## src/rtl/alu_link_arbiter_if.sv

```systemverilog
// rtl/alu_link_arbiter_if.sv - requester-side and ALU-side link signals of the ALU link arbiter
interface alu_link_arbiter_if #(
  parameter int NUM_REQUESTERS = 4
) ();
  logic [NUM_REQUESTERS-1:0]         i_req_nss;
  logic [NUM_REQUESTERS-1:0]         i_req_mosi;
  logic [NUM_REQUESTERS-1:0]         o_req_miso;
  logic                              o_alu_nss;
  logic                              o_alu_mosi;
  logic                              i_alu_miso;
  logic                              o_grant_valid;
  logic [$clog2(NUM_REQUESTERS)-1:0] o_grant_id;
  logic                              o_timeout;

  modport master (
    input  i_req_nss, i_req_mosi, i_alu_miso,
    output o_req_miso, o_alu_nss, o_alu_mosi, o_grant_valid, o_grant_id, o_timeout
  );

  modport slave (
    output i_req_nss, i_req_mosi, i_alu_miso,
    input  o_req_miso, o_alu_nss, o_alu_mosi, o_grant_valid, o_grant_id, o_timeout
  );
endinterface

```

## src/rtl/alu_link_arbiter.sv

```systemverilog
// rtl/alu_link_arbiter.sv - round-robin arbiter sharing one serial ALU link among SPI masters
// Grants are held for a whole nss-low transaction; a watchdog revokes overlong grants.
module alu_link_arbiter #(
  parameter int NUM_REQUESTERS = 4,
  parameter int TIMEOUT_CYCLES = 256
) (
  input  logic               i_clock,
  input  logic               i_reset,
  alu_link_arbiter_if.master bus
);
  localparam int ID_W  = $clog2(NUM_REQUESTERS);
  localparam int CNT_W = $clog2(TIMEOUT_CYCLES);
  localparam logic [CNT_W-1:0] CNT_LAST = CNT_W'(TIMEOUT_CYCLES - 1);
  localparam logic [ID_W-1:0]  ID_LAST  = ID_W'(NUM_REQUESTERS - 1);

  typedef enum logic [2:0] {
    S_IDLE,
    S_GRANT,
    S_ACTIVE,
    S_ABORT,
    S_RELEASE
  } state_t;

  state_t                    state;
  logic [ID_W-1:0]           grant_id;
  logic [ID_W-1:0]           last_id;
  logic [CNT_W-1:0]          wd_count;
  logic                      timeout_q;
  logic [ID_W-1:0]           cand;
  logic [ID_W-1:0]           pick_id;
  logic                      pick_found;
  logic                      owner_nss;
  logic [NUM_REQUESTERS-1:0] miso_mux;

  // Search starts just past the previous owner so every requester gets a turn.
  always_comb begin
    cand       = '0;
    pick_id    = '0;
    pick_found = 1'b0;
    for (int i = 1; i <= NUM_REQUESTERS; i++) begin
      cand = ID_W'((int'(last_id) + i) % NUM_REQUESTERS);
      if (!pick_found && !bus.i_req_nss[cand]) begin
        pick_found = 1'b1;
        pick_id    = cand;
      end
    end
  end

  assign owner_nss = bus.i_req_nss[grant_id];

  always_ff @(posedge i_clock) begin
    if (i_reset) begin
      state     <= S_IDLE;
      grant_id  <= '0;
      last_id   <= ID_LAST;
      wd_count  <= '0;
      timeout_q <= 1'b0;
    end else begin
      timeout_q <= 1'b0;
      case (state)
        S_IDLE: begin
          if (pick_found) begin
            grant_id <= pick_id;
            state    <= S_GRANT;
          end
        end
        S_GRANT: begin
          state <= S_ACTIVE;
        end
        S_ACTIVE: begin
          // A release seen on the last watchdog cycle wins over the timeout.
          if (owner_nss) begin
            state <= S_RELEASE;
          end else if (wd_count == CNT_LAST) begin
            state     <= S_ABORT;
            timeout_q <= 1'b1;
          end else begin
            wd_count <= wd_count + CNT_W'(1);
          end
        end
        S_ABORT: begin
          if (owner_nss) begin
            state <= S_RELEASE;
          end
        end
        S_RELEASE: begin
          last_id  <= grant_id;
          wd_count <= '0;
          state    <= S_IDLE;
        end
        default: begin
          state <= S_IDLE;
        end
      endcase
    end
  end

  // Idle miso lines sit high so waiting masters stay in their pre-send handshake.
  always_comb begin
    miso_mux = '1;
    if (state == S_ACTIVE) begin
      miso_mux[grant_id] = bus.i_alu_miso;
    end
  end

  assign bus.o_req_miso    = miso_mux;
  assign bus.o_alu_nss     = (state != S_ACTIVE);
  assign bus.o_alu_mosi    = (state == S_ACTIVE) && bus.i_req_mosi[grant_id];
  assign bus.o_grant_valid = (state == S_GRANT) || (state == S_ACTIVE) || (state == S_ABORT);
  assign bus.o_grant_id    = grant_id;
  assign bus.o_timeout     = timeout_q;
endmodule

```

## src/flat_wrapper.sv

```systemverilog
// flat-port wrapper written by rule: the top's interface ports become plain ports
module alu_link_arbiter_flat 
#(
  parameter int NUM_REQUESTERS = 4,
  parameter int TIMEOUT_CYCLES = 256
)
  (i_clock, i_reset, bus_i_req_nss, bus_i_req_mosi, bus_i_alu_miso, bus_o_req_miso, bus_o_alu_nss, bus_o_alu_mosi, bus_o_grant_valid, bus_o_grant_id, bus_o_timeout);
  alu_link_arbiter_if #(.NUM_REQUESTERS(NUM_REQUESTERS)) bus_i ();
  input  logic i_clock;
  input  logic i_reset;
  input wire logic [$bits(bus_i.i_req_nss)-1:0] bus_i_req_nss;
  input wire logic [$bits(bus_i.i_req_mosi)-1:0] bus_i_req_mosi;
  input wire logic [$bits(bus_i.i_alu_miso)-1:0] bus_i_alu_miso;
  output wire logic [$bits(bus_i.o_req_miso)-1:0] bus_o_req_miso;
  output wire logic [$bits(bus_i.o_alu_nss)-1:0] bus_o_alu_nss;
  output wire logic [$bits(bus_i.o_alu_mosi)-1:0] bus_o_alu_mosi;
  output wire logic [$bits(bus_i.o_grant_valid)-1:0] bus_o_grant_valid;
  output wire logic [$bits(bus_i.o_grant_id)-1:0] bus_o_grant_id;
  output wire logic [$bits(bus_i.o_timeout)-1:0] bus_o_timeout;
  assign bus_i.i_req_nss = bus_i_req_nss;
  assign bus_i.i_req_mosi = bus_i_req_mosi;
  assign bus_i.i_alu_miso = bus_i_alu_miso;
  assign bus_o_req_miso = bus_i.o_req_miso;
  assign bus_o_alu_nss = bus_i.o_alu_nss;
  assign bus_o_alu_mosi = bus_i.o_alu_mosi;
  assign bus_o_grant_valid = bus_i.o_grant_valid;
  assign bus_o_grant_id = bus_i.o_grant_id;
  assign bus_o_timeout = bus_i.o_timeout;
  alu_link_arbiter #(.NUM_REQUESTERS(NUM_REQUESTERS), .TIMEOUT_CYCLES(TIMEOUT_CYCLES)) u_core (.i_clock(i_clock), .i_reset(i_reset), .bus(bus_i));
endmodule
```

## config.mk

```make
export PLATFORM = sky130hd
export DESIGN_NAME = alu_link_arbiter_flat
export DESIGN_NICKNAME = d
export VERILOG_FILES = /design/src/rtl/alu_link_arbiter_if.sv /design/src/rtl/alu_link_arbiter.sv /design/src/flat_wrapper.sv
export SDC_FILE = /design/constraint.sdc
export NUM_CORES = 1
export LEC_CHECK = 0
export CAP_MARGIN = 25
export CORE_MARGIN = 2
export CORE_UTILIZATION = 52
export CTS_CLUSTER_DIAMETER = 100
export CTS_CLUSTER_SIZE = 25
export DETAILED_ROUTE_END_ITERATION = 8
export PLACE_DENSITY = 0.79
export REMOVE_ABC_BUFFERS = 1
export SLEW_MARGIN = 5
export SYNTH_ARGS = -nofsm -noshare
export SYNTH_HDL_FRONTEND = slang
export SYNTH_SLANG_ARGS = --single-unit
```

## constraint.sdc

```tcl
create_clock -name i_clock -period 5.4 [get_ports i_clock]
set_input_delay 0.54 -clock i_clock [delete_from_list [all_inputs] [get_ports i_clock]]
set_output_delay 0.54 -clock i_clock [all_outputs]
set_load 0.05 [all_outputs]
```

=== Word-level counts from Yosys, hierarchy flattened ===
Index checks and enable logic that the tools add are counted.
W data, S select, Z words.

* $mul: 0
* Reduce and logical (&&, ||, !) cells: 18
* Order comparisons: 6
* $add $sub $neg: 5
* Divide/modulo/power cells: 0
* Bitwise operators: 3
* Equality and inequality tests: 11
* Mux-type cells: 32
* Shift-type cells: 0

{| class="wikitable"
|+ Operators with widths
! kind !! count
|-
| $mux W8 || 2
|-
| $pmux W8 S2 || 1
|-
| $lt A2 B3 Y1 const B || 5
|-
| $bmux W1 S2 || 6
|-
| $mux W1 || 12
|-
| $mux W3 || 4
|-
| $pmux W3 S4 || 1
|-
| $add A8 B1 Y8 const B || 1
|-
| $eq A8 B8 Y1 const B || 1
|-
| $mux W2 || 4
|-
| $eq A3 B2 Y1 const B || 2
|-
| $reduce_and A3 Y1 || 2
|-
| $logic_and A1 B1 Y1 || 5
|-
| $logic_not A1 Y1 || 5
|-
| $add A2 B1 Y2 const B || 2
|-
| $add A2 B2 Y2 const B || 2
|-
| $mux W4 || 1
|-
| $ne A2 B1 Y1 const B || 2
|-
| $ne A2 B2 Y1 const B || 2
|-
| $not A4 Y4 || 1
|-
| $or A4 B4 Y4 || 1
|-
| $eq A3 B1 Y1 const B || 1
|-
| $eq A3 B3 Y1 const B || 1
|-
| $logic_not A3 Y1 || 1
|-
| 9 further kinds || 10
|}

* Word-level logic and storage cells: 80
* Bits in read-only memories: 0
* Register bits after elaboration: 16
* Bits in writable memories: 0
* Output and inout port bits: 10
* Memories: 0
* Latch bits: 0
* Bits of input ports: 11

=== Logic depth before layout (Yosys ltp) ===
Gate-level depths: netlist of the first run.

* Depth in word-level cells: 14
* Depth in mapped cells: 6
* Depth with buffers taken out: 5

=== Least setup slack after synthesis of the first run ===
No wires, ideal clock.

* Path type: register to output
* Start: register u_core.state[1]
* End: output bus_o_req_miso[0]
* Required time: 4860 ps
* Buffers on the path: 1
* Path slack: 2874 ps
* Arrival: 1986 ps
* Stages on the path, launching flop included: 5
* Path through: dfxtp_1 -> or3b_1 -> clkbuf_1 -> or2_2 -> or3_1

* Longest elaborated chain between the ends: 2

{| class="wikitable"
|+ Ends and longest elaborated chain
! what !! line !! source
|-
| start, declared || alu_link_arbiter.sv:24 || <nowiki>state_t state;</nowiki>
|-
| start signal, assigned || alu_link_arbiter.sv:53 || <nowiki>state <= S_IDLE;</nowiki>
|-
| start signal, assigned || alu_link_arbiter.sv:64 || <nowiki>state <= S_GRANT;</nowiki>
|-
| start signal, assigned || alu_link_arbiter.sv:68 || <nowiki>state <= S_ACTIVE;</nowiki>
|-
| $eq A3 B2 Y1 || alu_link_arbiter.sv:101 || <nowiki>if (state == S_ACTIVE) begin</nowiki>
|-
| $mux W4 || alu_link_arbiter.sv:101 ||
|-
| end, declared || flat_wrapper.sv:14 || <nowiki>output wire logic [$bits(bus_i.o_req_miso)-1:0] bus_o_req_miso;</nowiki>
|}

No other way between the ends.

=== Final worst setup path of the first run ===
Ends and elaborated chain as after synthesis.

==> results.ini, run 1 <==
[yosys]
synth_seq_area_share = 0.352
synth_top_cell_by_area = dfxtp_1
synth.area.top_cells = dfxtp_1 35%, mux4_2 4.9%, nand2_1 4.1%, nor2_1 4.1%, a21oi_1 3.8%
synth_cell_types = 38
yosysTopAreaCellShare = 0.352
postSynth.asyncResetShare = 0
synth.cell_area_um2 = 911
avgSynthCellArea_um2 = 8.36
ys_warn_count = 0
syn_inst = 109
synth_edf_count = 0
synth_ff_type = dfxtp_1
ys_ff_latch = 16

[timing]
finalCriticalPeriod_ns = 3.08
setup_viol = 0
tns_ns = 0
max_freq_mhz = 325
slew_headroom = 0.585
drv_slew = 0
fin_crit_sh = 0.570
worst_pin_slew_ns = 0.621
skew_ns = 0.00329
rsz0062_at_grt = no
hold_viol_final = 0

[pwr]
clockPowerShare = 0.211
p_comb_frac = 0.321
p_total_mw = 0.295
p_sw_frac = 0.354
p_leak_nw = 0.374
share_seq_of_total_power = 0.468
p_switching_mw = 0.105
p_int_mw = 0.191
p_per_area_nw_per_um2 = 264
irDropWorstVdd_v = 0.000191

[worst_setup_path]
required_ns = 4.86
r2r_end = u_core.wd_count[7]
r2r_setup_slack_ns = 3.23
cp.arrival_ns = 2.54
r2r-start = u_core.bus.o_grant_id[0]
crit_end = bus_o_req_miso[0]
r2r_cells = 4
critPathMaxFanout = 7
critPathKind = reg2out
cp-end-kind = primary output
critPathLaunchType = flop
crit_start = u_core.state[1]

[detailed_routing]
antenna_left = 0
drt_first_pass_iters = 4
drc = 0
wl_um = 1960
route.vias.total = 857
viasPerCell = 5.99
drt_iter0_markers = 15
drt-wirelength-per-cell_um = 13.7

[clock_network]
cts_setup_buffers = 0
cts-root-buf = clkbuf_4
cts_sinks = 16
h-tree-depth = 1
numCtsBuffers = 3
ctsHoldBuffers = 0
cts_resized = 0
clk_latency_ns = 0.28
clkTransAtPathRegs_ns = 0.09
cts_tree = done
clk_path_buf_depth = 2

[floorplanning]
num_io_pins = 21
fp.dieW_um = 45.9
initial_core_util = 0.539
core_region_area_um2 = 1690
die-area_um2 = 2100
rows = 15
die_height_um = 45.9

[cells_and_area]
mostFrequentLayoutCells = 20 x clkdlybuf4s50_1, 16 x dfxtp_1, 10 x nor2_1, 10 x nand2_1, 7 x a21oi_1
syn2layout_area_growth_pct = 22.7
drive_gt1_frac = 0.0714
n_fill_cell = 153
nNetsFinal = 140
n_antenna_cell = 0
mostFrequentLayoutCell = clkdlybuf4s50_1
instances_no_fill = 143

[run]
maxCapViolations = 0

[placed_design]
place_hpwl_um = 1500
dp_cells = 140
place.gp.congestion = 0.778
portBuffers = 20

[grt]
antenna_found_initial = 0
grt_pass1_wl_um = 3330
grt_max_degree = 15
grt.overflow.total = 0
grt.total_usage = 0.211
grt_pass1_vias = 798

[hold_path]
worstHoldPathType = reg2reg

[status]
status = finished, final reports clean

[per-layer routing]
layer,vias up,wire length (µm),track usage
met5,-,0,0
met4,0,0,0.0343
met3,0,51,0.0595
met2,9,1010,0.389
met1,404,906,0.240
li1,444,-,-
[power by group through the flow]
stage	Clock [mW]	Sequential (mW)	Combinational, mW
2_1_floorplan	0	0.145	0.0566
3_3_place_gp	0	0.140	0.0933
3_5_place_dp	0	0.141	0.0948
4_1_cts	0.0645	0.138	0.0952
5_1_grt	0.0695	0.141	0.102
6_report	0.0622	0.138	0.0949
[synth_stat cells, types with 3 or more instances]
master / number
o31ai_1: 3
nor2b_1: 3
nand3_1: 4
dfxtp_1: 16
nand2b_1: 4
nor2_1: 10
or4_1: 4
nor3_1: 3
o21ai_0: 6
nand2_1: 10
a21oi_1: 7
[cells by family (layout without fill, tap and decap cells)]
kind of cell,count (synthesis),count (layout),share of synthesized area
xor gates and xnor gates,1,1,0.00962
and+or+nand+nor,51,51,0.302
AOI/OAI and AO/OA,29,29,0.212
adders and majority gates,1,1,0.0137
muxes,3,3,0.0618
buffers and inverters,8,25,0.0494
DFF,16,16,0.352
[cell type report]
| class | instances | area (µm²) | share of cell area |
|---|---|---|---|
| well taps | 17 | 21.3 | 0.0190 |
| clock buffers | 3 | 22.5 | 0.0202 |
| flip-flops and latches | 16 | 320 | 0.287 |
| inverters | 2 | 7.51 | 0.00672 |
| multi-input cells | 85 | 546 | 0.488 |
| repair buffers | 20 | 200 | 0.179 |
[registers in the layout (all words and copies together) (netlist names)]
register / cells
u_core.bus.o_timeout: 1
u_core.wd_count: 8
u_core.last_id: 2
u_core.bus.o_grant_id: 2
u_core.state: 3
[stage by stage]
stage                     worst slack (ns)  hold slack (ns)  utilization  area, µm²
after floorplan                       2.94            0.455            -        873
final                                 2.32            0.489        0.661       1120
after global placement                2.59            0.474        0.648       1090
after detailed placement              2.55            0.481        0.648       1090
after CTS                             2.32            0.491        0.661       1120
after global routing                  2.24            0.508        0.661       1120
[worst min path at each step]
stage / from / end / cells past startpoint
6_report: u_core.wd_count[6] / u_core.wd_count[6] / 2
5_1_grt: u_core.wd_count[6] / u_core.wd_count[6] / 2
4_1_cts: u_core.wd_count[6] / u_core.wd_count[6] / 2
3_5_place_dp: u_core.wd_count[6] / u_core.wd_count[6] / 2
3_3_place_gp: u_core.wd_count[6] / u_core.wd_count[6] / 2
2_1_floorplan: u_core.wd_count[6] / u_core.wd_count[6] / 2
[critical path, cell delays in order, from the launching register on]
cell	delay, ns
dfxtp_1	0.43
or3b_1	0.47
or2_2	0.34
or3_1	0.31
clkdlybuf4s50_1	0.70
Note: power is estimated with default switching activity, not from simulation.
==> run 2: changes to the inputs <==
CORE_UTILIZATION = 48   (was 52)
PLACE_DENSITY = 0.73   (was 0.79)
clock period = 2.96 ns   (was 5.4 ns; I/O delays follow)
==> run 2 against run 1 <==
Utilization fell by 1.5 points; cell count up 6.3%; worst setup slack got worse by 2.1 ns; sequential power grew 83%; clock skew is 0.00056 ns lower; global-route usage decreased by 1.8 points; via count rose by 2.2%; sequential share of layout area down 0.60 points; flip-flop and latch count unchanged; largest power group unchanged.
==> results.ini, run 2 (same netlist as run 1, synthesis figures left out) <==
[status]
status = finished, final reports clean

[worst_setup_path]
cp.arrival_ns = 2.49
critPathLaunchType = flop
slowest_stage = clkdlybuf4s50_1
critPathKind = reg2out
crit_buf_inv = 1
max_stage_delay_ns = 0.70
r2r_setup_slack_ns = 0.81
required_ns = 2.66
critPathMaxFanout = 7
cp-end-kind = primary output
crit_path_cell_trace = or3b_1, or2_2, or3_1, clkdlybuf4s50_1
cp_top_family = simple AND/OR/NAND/NOR gates
r2r-start = u_core.bus.o_grant_id[0]
r2r_cells = 4
r2r_end = u_core.wd_count[5]

[detailed_routing]
wl_um = 1880
route.vias.total = 876
drt-wirelength-per-cell_um = 12.3
drt_first_pass_iters = 4
drc = 0
antenna_left = 0
viasPerCell = 5.76
drt_iter0_markers = 18

[pwr]
p_leak_nw = 0.381
p_per_area_nw_per_um2 = 498
irDropWorstVdd_v = 0.000285

[floorplanning]
die_height_um = 47.6
core_region_area_um2 = 1760
initial_core_util = 0.516
fp.dieW_um = 47.6
num_io_pins = 21
rows = 15
die-area_um2 = 2260

[timing]
tns_ns = 0
slew_headroom = 0.561
fin_crit_sh = 0.941
hold_viol_final = 0
worst_pin_slew_ns = 0.658
finalCriticalPeriod_ns = 2.79
rsz0062_at_grt = no
setup_viol = 0
skew_ns = 0.00273
drv_slew = 0
max_freq_mhz = 359

[cells_and_area]
n_antenna_cell = 0
reg_top3 = u_core.wd_count: 8 flops, u_core.state: 3 flops
drive_gt1_frac = 0.0787
nNetsFinal = 140
syn2layout_area_growth_pct = 25.3
instances_no_fill = 152
regArea_um2 = 320
mostFrequentLayoutCells = 20 x clkdlybuf4s50_1, 16 x dfxtp_1, 10 x nor2_1, 10 x nand2_1, 7 x a21oi_1
largest-register = u_core.wd_count
multiInputGateArea_um2 = 546
largest_reg_flops = 8
mostFrequentLayoutCell = clkdlybuf4s50_1
n_fill_cell = 155

[clock_network]
cts-root-buf = clkbuf_4
numCtsBuffers = 3
cts_setup_buffers = 0
cts_resized = 0
cts_tree = done
clk_path_buf_depth = 2
ctsHoldBuffers = 0
clkTransAtPathRegs_ns = 0.09
h-tree-depth = 1
cts_sinks = 16
clk_latency_ns = 0.28

[grt]
grt.total_usage = 0.192
grt.overflow.total = 0
grt_pass1_wl_um = 3130
grt_pass1_vias = 738
grt_max_degree = 15
antenna_found_initial = 0

[hold_path]
worstHoldPathType = reg2reg
worstHoldStart = u_core.wd_count[6]
min_to = u_core.wd_count[6]
hold_depth = 2

[placed_design]
place.gp.congestion = 0.760
place_hpwl_um = 1460
portBuffers = 20
dp_cells = 148

[run]
maxCapViolations = 0

[run 2: worst max-delay path by stage]
stage / start / endpoint / slack (ns) / depth (start not counted)
after floorplan: u_core.bus.o_grant_id[0] / u_core.wd_count[5] / 0.62 / 4
after global placement: u_core.state[1] / bus_o_req_miso[0] / 0.52 / 4
after detailed placement: u_core.state[1] / bus_o_req_miso[0] / 0.48 / 4
after CTS: u_core.state[1] / bus_o_req_miso[0] / 0.15 / 4
after global routing: u_core.state[1] / bus_o_req_miso[0] / 0.07 / 4
final: u_core.state[1] / bus_o_req_miso[0] / 0.17 / 4
[run 2: layout make-up]
cell class | count | area share
Tap cell | 25 | 0.0274
Multi-Input combinational cell | 85 | 0.478
Sequential cell | 16 | 0.281
Inverter | 2 | 0.00658
Timing Repair Buffer | 20 | 0.175
Clock buffer | 4 | 0.0318
[run 2: stage by stage]
step / hold WS (ns) / area [µm²] / power [mW] / util / setup WS (ns)
2_1_floorplan: 0.365 / 873 / 0.369 / - / 0.623
3_3_place_gp: 0.473 / 1100 / 0.428 / 0.626 / 0.523
3_5_place_dp: 0.486 / 1100 / 0.430 / 0.626 / 0.482
4_1_cts: 0.507 / 1140 / 0.574 / 0.647 / 0.155
5_1_grt: 0.544 / 1140 / 0.597 / 0.647 / 0.0722
6_report: 0.510 / 1140 / 0.569 / 0.647 / 0.174
[run 2: report_power, final]
group / leakage (nW) / switching, mW / internal [mW] / total (mW)
logic: 0.230 / 0.101 / 0.0721 / 0.173
registers: 0.130 / 0.0234 / 0.229 / 0.252
clock network: 0.0210 / 0.0690 / 0.0748 / 0.144
total: 0.381 / 0.193 / 0.375 / 0.569
[run 2: layer usage]
metal  track usage  wire, µm
met3        0.0340        63
met5             0         0
met2         0.335       932
met4        0.0486        10
met1         0.246       869
[run 2: tightest hold or removal path: cells and delay by family, from the launching register on]
family / cells / cell delay [ns]
flip-flops: 1 / 0.34
AO/OA/AOI/OAI: 2 / 0.13
==> RTL change: new RTL, config.mk and constraints of run 2 <==
Make the reset (`i_reset`) asynchronous in one clocked block.
--- a/src/rtl/alu_link_arbiter.sv
+++ b/src/rtl/alu_link_arbiter.sv
@@ -50,3 +50,3 @@
 
-  always_ff @(posedge i_clock) begin
+  always_ff @(posedge i_clock or posedge i_reset) begin
     if (i_reset) begin
Behaviour: differs if i_reset is asserted again (counterexample within 4 cycles, from zero or initial values and one cycle with i_reset high); with i_reset held inactive, the same outputs for 10 cycles.
==> RTL change against run 2 <==
Clock skew is 0.0072 ns higher; area after synthesis is 1.4% lower; routed wire length is 2.0% lower; die area is 1.3% lower; cell area is 0.88% higher; worst setup slack better by 0.14 ns; sequential cell count stayed put; critical path type unchanged; highest routed layer unchanged.
Power is not compared: it rests on default switching activity, and its combinational part moved more than twofold at a synthesized area within 25%.
==> RTL change: results (changes against run 2) <==
| Metric | Value |
|---|---|
| Synth async-reset ratio | 100% (was 0%) |
| Number of vias in the routed layout | 791 (was 876) |
| Mapped Cells | 96 (was 109) |
| All-Layer GR Usage | 18.0% (was 19.2%) |
| Yosys cell types | 31 (was 38) |
| CP endpoint | bus_o_req_miso[1] (was bus_o_req_miso[0]) |
| Compound-gate portion of the synthesized area | 12.1% (was 21.2%) |
| Vias in the first global route | 678 (was 738) |
| Fill cells | 161 (was 155) |
| FF-to-FF End | u_core.wd_count[4]$_DFFE_PP0P_ (was u_core.wd_count[5]$_SDFFE_PP0P_) |
| Total wire length | 1840 um (was 1880 um) |
| Share of layout cells above drive strength 1 | 9.32% (was 7.87%) |
| Pin count of the biggest net entering global routing | 17 (was 15) |
| Placer Congestion | 0.761 (was 0.760) |
| Clock Skews | 0.00989 ns (was 0.00273 ns) |
| Critical R2R Launch | u_core.bus.o_grant_id[0]$_DFFE_PP0P_ (was u_core.bus.o_grant_id[0]$_SDFFE_PP0P_) |
| Setup slack, reg-to-reg | 0.87 ns (was 0.81 ns) |
| Status | finished clean (unchanged) |
| Post-synthesis xor/xnor area fraction | 0% (was 0.962%) |
| Primary FF master, synth | dfrtp_1 (was dfxtp_1) |
| Vias/cell | 5.53 (was 5.76) |
| Synthesized-area fraction occupied by adder cells | 1.39% (was 1.37%) |
| Max_slew headroom | 61.6% (was 56.1%) |
| Post-DP HPWL | 1480 um (was 1460 um) |
| Post-synthesis sequential area ratio | 44.8% (was 35.2%) |
| Largest cells by area after synthesis | dfrtp_1 39%, nand2_1 8.4%, dfstp_2 5.8% (was dfxtp_1 35%, mux4_2 4.9%, nand2_1 4.1%) |
| DR iter-0 viols | 11 (was 18) |
## RTL change: layer usage
layer / track usage [%] / routed length (um) / vias to the layer above
met5: 0 / 0 / -
met4: 5.56 / 27 / 0
met3: 6.15 / 103 / 4
met2: 29.2 / 867 / 20
met1: 22.6 / 839 / 376
li1: - / - / 391
## RTL change: per-stage QoR
step                power [mW]  util (%)  worst slack, ns  area, um2  hold WS (ns)
finish                    1.15      65.9            0.317       1150         0.355
global placement         0.995      63.9            0.660       1110         0.470
global route              1.23      65.9            0.206       1150         0.398
CTS                       1.16      65.9            0.312       1150         0.378
floorplan                0.827         -            0.702        883         0.208
detailed placement        1.02      63.9            0.623       1110         0.491
## RTL change: area by class of cell
type	instances	area (um2)	share of cell area (%)
Multi-Input combinational cell	75	469	40.8
Timing Repair Buffer	20	200	17.4
Tap cell	25	31.3	2.72
Inverter	3	11.3	0.978
Sequential cell	16	403	35.0
Clock buffer	4	36.3	3.15
